### src/rtl/mimo_det_pkg.sv
// Shared constants and FSM state type for the spatial-modulation detector.
// Latency: n/a (types and parameters only).
// Backpressure: n/a.
package mimo_det_pkg;

  localparam int N      = 16;
  localparam int NUM_CW = 16;
  localparam int SPC    = 8;
  localparam int MET_W  = 2*N + 5;
  localparam int TERM_W = 2*N + 3;
  localparam int CNT_W  = $clog2(SPC);
  localparam int CW_W   = $clog2(NUM_CW);

  typedef enum logic [1:0] {
    ST_IDLE    = 2'd0,
    ST_LOAD_Y  = 2'd1,
    ST_COLLECT = 2'd2,
    ST_DRAIN   = 2'd3
  } det_state_t;

endpackage

### src/rtl/cplx_dist_sq.sv
// Complex squared distance |y - h|^2 with valid/last passthrough.
// Latency: 2 registered stages (operand capture, difference); square is combinational off stage 2.
// Backpressure: none; flush drops in-flight samples.
module cplx_dist_sq
  import mimo_det_pkg::*;
(
  input  logic                clk,
  input  logic                rst_n,
  input  logic                flush,
  input  logic                vld,
  input  logic                last,
  input  logic signed [N-1:0] y_r,
  input  logic signed [N-1:0] y_i,
  input  logic signed [N-1:0] h_r,
  input  logic signed [N-1:0] h_i,
  output logic                term_vld,
  output logic                term_last,
  output logic [TERM_W-1:0]   term
);

  logic                s1_vld, s1_last;
  logic signed [N-1:0] s1_y_r, s1_y_i, s1_h_r, s1_h_i;
  logic [N:0]          d_r, d_i;
  logic [2*N+1:0]      d_r_x, d_i_x, sq_r, sq_i;

  always_ff @(posedge clk or negedge rst_n) begin
    if (!rst_n) begin
      s1_vld    <= 1'b0;
      s1_last   <= 1'b0;
      s1_y_r    <= '0;
      s1_y_i    <= '0;
      s1_h_r    <= '0;
      s1_h_i    <= '0;
      term_vld  <= 1'b0;
      term_last <= 1'b0;
      d_r       <= '0;
      d_i       <= '0;
    end else begin
      s1_vld    <= vld & ~flush;
      s1_last   <= last;
      s1_y_r    <= y_r;
      s1_y_i    <= y_i;
      s1_h_r    <= h_r;
      s1_h_i    <= h_i;
      term_vld  <= s1_vld & ~flush;
      term_last <= s1_last;
      d_r       <= {s1_y_r[N-1], s1_y_r} - {s1_h_r[N-1], s1_h_r};
      d_i       <= {s1_y_i[N-1], s1_y_i} - {s1_h_i[N-1], s1_h_i};
    end
  end

  // Sign-extend to the product width; the low bits of the unsigned product equal the exact square.
  assign d_r_x = {{(N+1){d_r[N]}}, d_r};
  assign d_i_x = {{(N+1){d_i[N]}}, d_i};
  assign sq_r  = d_r_x * d_r_x;
  assign sq_i  = d_i_x * d_i_x;
  assign term  = {1'b0, sq_r} + {1'b0, sq_i};

endmodule

### src/rtl/ml_metric_selector.sv
// ML decision: accumulates ||Y - Hq||^2 per codeword and reports the argmin index.
// Latency: metric_valid / det_valid 3 edges after the accepting edge of a codeword's last sample.
// Backpressure: none; y_valid/hq_valid may gap freely, start aborts and restarts a frame.
module ml_metric_selector
  import mimo_det_pkg::*;
(
  input  logic                clk,
  input  logic                rst_n,
  input  logic                start,
  input  logic                y_valid,
  input  logic signed [N-1:0] y_r,
  input  logic signed [N-1:0] y_i,
  input  logic                hq_valid,
  input  logic signed [N-1:0] hq_r,
  input  logic signed [N-1:0] hq_i,
  output logic                busy,
  output logic                metric_valid,
  output logic [3:0]          metric_q,
  output logic [MET_W-1:0]    metric_out,
  output logic                det_valid,
  output logic [3:0]          q_hat,
  output logic [MET_W-1:0]    min_metric
);

  det_state_t          state;
  logic [CNT_W-1:0]    cnt;
  logic [CW_W-1:0]     cw;
  logic [CW_W-1:0]     q_cls;
  logic signed [N-1:0] y_mem_r [SPC];
  logic signed [N-1:0] y_mem_i [SPC];
  logic [MET_W-1:0]    acc;
  logic                acc_fresh;
  logic                acc_close;
  logic [MET_W-1:0]    best_met;
  logic [CW_W-1:0]     best_q;

  logic                feed_vld;
  logic                feed_last;
  logic                term_vld, term_last;
  logic [TERM_W-1:0]   term;
  logic                cmp_lt;
  logic [MET_W-1:0]    nxt_best_met;
  logic [CW_W-1:0]     nxt_best_q;

  assign busy      = (state != ST_IDLE);
  assign feed_vld  = (state == ST_COLLECT) & hq_valid & ~start;
  assign feed_last = (cnt == CNT_W'(SPC-1));

  cplx_dist_sq u_dist (
    .clk       (clk),
    .rst_n     (rst_n),
    .flush     (start),
    .vld       (feed_vld),
    .last      (feed_last),
    .y_r       (y_mem_r[cnt]),
    .y_i       (y_mem_i[cnt]),
    .h_r       (hq_r),
    .h_i       (hq_i),
    .term_vld  (term_vld),
    .term_last (term_last),
    .term      (term)
  );

  // Strict less-than keeps the lower index on ties.
  always_comb begin
    cmp_lt       = (acc < best_met);
    nxt_best_met = cmp_lt ? acc   : best_met;
    nxt_best_q   = cmp_lt ? q_cls : best_q;
  end

  always_ff @(posedge clk or negedge rst_n) begin
    if (!rst_n) begin
      state        <= ST_IDLE;
      cnt          <= '0;
      cw           <= '0;
      q_cls        <= '0;
      acc          <= '0;
      acc_fresh    <= 1'b1;
      acc_close    <= 1'b0;
      best_met     <= '1;
      best_q       <= '0;
      metric_valid <= 1'b0;
      metric_q     <= '0;
      metric_out   <= '0;
      det_valid    <= 1'b0;
      q_hat        <= '0;
      min_metric   <= '0;
      for (int i = 0; i < SPC; i++) begin
        y_mem_r[i] <= '0;
        y_mem_i[i] <= '0;
      end
    end else begin
      metric_valid <= 1'b0;
      det_valid    <= 1'b0;
      if (start) begin
        state     <= ST_LOAD_Y;
        cnt       <= '0;
        cw        <= '0;
        q_cls     <= '0;
        acc       <= '0;
        acc_fresh <= 1'b1;
        acc_close <= 1'b0;
        best_met  <= '1;
        best_q    <= '0;
      end else begin
        case (state)
          ST_LOAD_Y: begin
            if (y_valid) begin
              y_mem_r[cnt] <= y_r;
              y_mem_i[cnt] <= y_i;
              cnt          <= cnt + CNT_W'(1);
              if (cnt == CNT_W'(SPC-1))
                state <= ST_COLLECT;
            end
          end
          ST_COLLECT: begin
            if (hq_valid) begin
              cnt <= cnt + CNT_W'(1);
              if (cnt == CNT_W'(SPC-1)) begin
                cw <= cw + CW_W'(1);
                if (cw == CW_W'(NUM_CW-1))
                  state <= ST_DRAIN;
              end
            end
          end
          default: ;
        endcase

        // A new codeword restarts the sum while the previous one is being closed.
        if (term_vld) begin
          acc       <= acc_fresh ? {{(MET_W-TERM_W){1'b0}}, term}
                                 : acc + {{(MET_W-TERM_W){1'b0}}, term};
          acc_fresh <= term_last;
        end
        acc_close <= term_vld & term_last;

        if (acc_close) begin
          metric_out   <= acc;
          metric_q     <= q_cls;
          metric_valid <= 1'b1;
          best_met     <= nxt_best_met;
          best_q       <= nxt_best_q;
          q_cls        <= q_cls + CW_W'(1);
          if (q_cls == CW_W'(NUM_CW-1)) begin
            det_valid  <= 1'b1;
            q_hat      <= nxt_best_q;
            min_metric <= nxt_best_met;
            state      <= ST_IDLE;
          end
        end
      end
    end
  end

endmodule

### config.mk
export PLATFORM = sky130hd
export DESIGN_NAME = ml_metric_selector
export DESIGN_NICKNAME = d
export VERILOG_FILES = /design/src/rtl/mimo_det_pkg.sv /design/src/rtl/cplx_dist_sq.sv /design/src/rtl/ml_metric_selector.sv
export SDC_FILE = /design/constraint.sdc
export NUM_CORES = 2
export LEC_CHECK = 0
export CORE_UTILIZATION = 49
export CTS_BUF_LIST = sky130_fd_sc_hd__clkbuf_4
export DETAILED_ROUTE_END_ITERATION = 6
export GPL_TIMING_DRIVEN = 1
export PLACE_DENSITY = 0.64
export SYNTH_ARGS = -nofsm -noshare
export SYNTH_HDL_FRONTEND = slang
export SYNTH_SLANG_ARGS = --single-unit
### constraint.sdc
create_clock -name clk -period 12.9 [get_ports clk]
set_input_delay 2.58 -clock clk [delete_from_list [all_inputs] [get_ports clk]]
set_output_delay 2.58 -clock clk [all_outputs]
set_load 0.02 [all_outputs]
==> metrics.csv <==
metric,value,unit
tritoncts,done,
yosys_warnings,0,
grt_max_degree,143,
setup_tns,0,ns
grt_first_pass_wirelength,182000,um
dp_hpwl,83500,um
yosys.area_share.simple,9.49,%
cts_hold_buf,0,
synth_compound_area_share,10.2,%
rr_endpoint,acc[35],
worst_path_most_repeated_cell,fa_1,
die_y,308,um
start_util,49.7,%
vias,32000,
regArea,13400,um2
viasPerCell,5.34,
syn_to_final_growth,10.4,%
status,"finished, violations left",
synth_mux_area_share,7.43,%
ant_nets,0,
cap_violations,0,
crit_arrival,11.19,ns
fmax,96.7,MHz
cpPeakStageDelay,0.90,ns
ctsResizeCount,0,
portBuffers,153,
critPathMaxFanout,19,
postCtsSetupRepairBufs,0,
clock-skew-final,0.0683,ns
crit_start,u_dist.d_i[5],
drt_first_pass_iters,7,
synth_top_family_by_area,adder cells,
die-area,94800,um2
hold_violations,0,
crit_required,13.74,ns
netlist_area,45800,um2
grt_setup_unrepaired,false,
reg2reg_slack,2.56,ns
synth_seq_cells,535,
io_pins,154,
grt-ovfl-total,0,
routed_wl,112000,um
synth_area_per_cell,10.3,um2
drive_above_1_share,12.7,%
r2r-start,u_dist.d_i[5],
period_needed,10.34,ns
wl_per_cell,18.7,um
worst_slack,2.56,ns
place_ws,2.76,ns
maxSlewViolCount,0,
synth-edff-count,0,
finalSetupViolations,0,
ff2ff_path_depth,36,
gp_congestion,0.889,
crit_path_start_kind,flop,
relSlewSlack,24.4,%
clock_latency,1.01,ns
slowest_stage,dfrtp_1,
clockRootBuffer,clkbuf_4,
multi_input_area,28900,um2
rows,111,
worstMarginPinSlew,1.13,ns
syn_inst,4460,
die_x,308,um
synth_nets,5391,
path_clk_slew,0.06,ns
grt_pass1_vias,33100,
crit_end,acc[35],
cp-end-kind,flop,
worstSetupPathType,flop to flop,
cts_buffers,145,
drc,1,
cts_max_level,4,
synthArstFlopShare,100,%
fin_nets,5563,
clock_sinks,535,
synth-main-ff-cell,dfrtp_1,
synth_xor_area_share,3.38,%
violations,design-rule violations,
final_core_util,54.9,%
core_area,92200,um2
synthAdderAreaFrac,32.4,%
hold-path-cell-count,0,
antenna_found_initial,8,
worstHoldPathType,flop to flop,
yosysSeqAreaShare,29.3,%
fill_cells,8312,
track_usage,24.5,%
cts_max_path_buffers,3,
fin_crit_sh,80.2,%
first_iter_violations,1644,
ys_types,73,
==> per-layer routing <==
metal | wire (um) | share of wire (%) | track usage (%)
met1 | 51900 | 46 | 34.8
met2 | 52400 | 47 | 38.8
met3 | 5170 | 4.6 | 3.70
met4 | 2760 | 2.5 | 7.29
met5 | 57 | 0.051 | 0
==> area by class of cell <==
cell class	instances	area share, %
flip-flops and latches	535	26.6
multi-input cells	2977	57.1
diodes	5	0.0247
inverters	785	5.82
repair buffers	188	3.57
clock buffers	207	3.07
well taps	1243	3.07
clock inverters	51	0.744
==> cell families (layout without fill, tap and decap cells) <==
group / after synthesis / count (layout)
simple gates: 947 / 947
xor+xnor: 177 / 177
buf+inv: 948 / 1231
flops: 535 / 535
fa+ha+maj: 862 / 862
compound gates: 683 / 683
other cells: 0 / 5
mux: 308 / 308
==> how the worst min path moves through the flow <==
stage                   startpoint          endpoint  slack, ns
floorplan           u_dist.s1_last  u_dist.term_last       0.33
global placement    u_dist.s1_last  u_dist.term_last       0.38
detailed placement  u_dist.s1_last  u_dist.term_last       0.39
CTS                 u_dist.s1_last  u_dist.term_last       0.41
global route        u_dist.s1_last  u_dist.term_last       0.45
finish              u_dist.s1_last  u_dist.term_last       0.40
==> cell usage in the layout (no fill, tap or decap), types with 10 or more instances in the layout <==
master	netlist	routed
a211oi_1	31	31
nor2_1	200	193
ha_1	319	319
buf_4	0	34
xnor2_1	115	115
clkbuf_4	0	207
o211ai_1	18	18
and3_1	16	16
dfrtp_1	497	497
a211o_1	42	42
and2_1	104	103
nand2b_1	22	22
o21ai_0	131	131
xor2_1	62	62
fa_1	543	543
nand2_1	412	412
nor3_1	26	24
a21o_1	62	62
inv_1	782	782
o21a_1	21	21
clkdlybuf4s50_1	0	151
nand4_1	52	52
a22oi_1	136	136
nor2b_1	46	46
o21bai_1	22	22
mux2_2	258	258
a31o_2	10	10
dfstp_2	38	38
clkinv_1	3	31
mux2i_1	50	50
nand3_1	35	35
a21oi_1	125	125
==> sequential cells by signal, summed over array words and instances, names as in the netlist, 17 cells and up <==
signal	flops
y_mem_i	128
y_mem_r	128
acc	37
best_met	37
metric_out	37
min_metric	37
u_dist.d_i	17
u_dist.d_r	17
==> synthesized netlist by cell type (6+ instances only) <==
cell / number / area (um2)
nand4_1: 52 / 325
xnor2_1: 115 / 1010
o211ai_1: 18 / 135
a22oi_1: 136 / 1020
mux2_2: 258 / 2910
dfrtp_1: 497 / 12400
dfstp_2: 38 / 998
or2_2: 6 / 37.5
o31ai_1: 7 / 52.6
nor2b_1: 46 / 288
and2_1: 104 / 651
nand3_1: 35 / 175
and3_1: 16 / 100
mux2i_1: 50 / 500
a211oi_1: 31 / 233
o21ai_0: 131 / 656
inv_1: 782 / 2940
o21a_1: 21 / 158
o21bai_1: 22 / 165
clkbuf_1: 151 / 567
or3_1: 7 / 43.8
buf_2: 10 / 50.1
nand2_1: 412 / 1550
a21oi_1: 125 / 626
nor2_1: 200 / 751
ha_1: 319 / 3990
fa_1: 543 / 10900
a21o_1: 62 / 465
a31o_2: 10 / 87.6
xor2_1: 62 / 543
nor3b_1: 8 / 60.1
a31oi_1: 9 / 56.3
nand2b_1: 22 / 138
a211o_1: 42 / 368
nor3_1: 26 / 130
==> worst max-delay path: cells and delay by family (launching register included) <==
kind / cells / cell delay (ns)
AOI/OAI and AO/OA: 14 / 3.34
xor gates and xnor gates: 2 / 0.34
adders and majority gates: 9 / 3.67
buffers and inverters: 3 / 0.14
DFF: 1 / 0.90
and+or+nand+nor: 8 / 1.78
==> stage by stage <==
stage	cells	hold WS [ns]	instance area, um2
floorplan	4460	0.331	45800
global placement	5728	0.383	48700
detailed placement	5728	0.389	48700
CTS	5986	0.410	50600
global route	5988	0.447	50600
finish	5991	0.398	50600
Power is left out: the tool's default activity adds up to more than one toggle a clock period on the data nets, which glitch-free logic cannot reach.
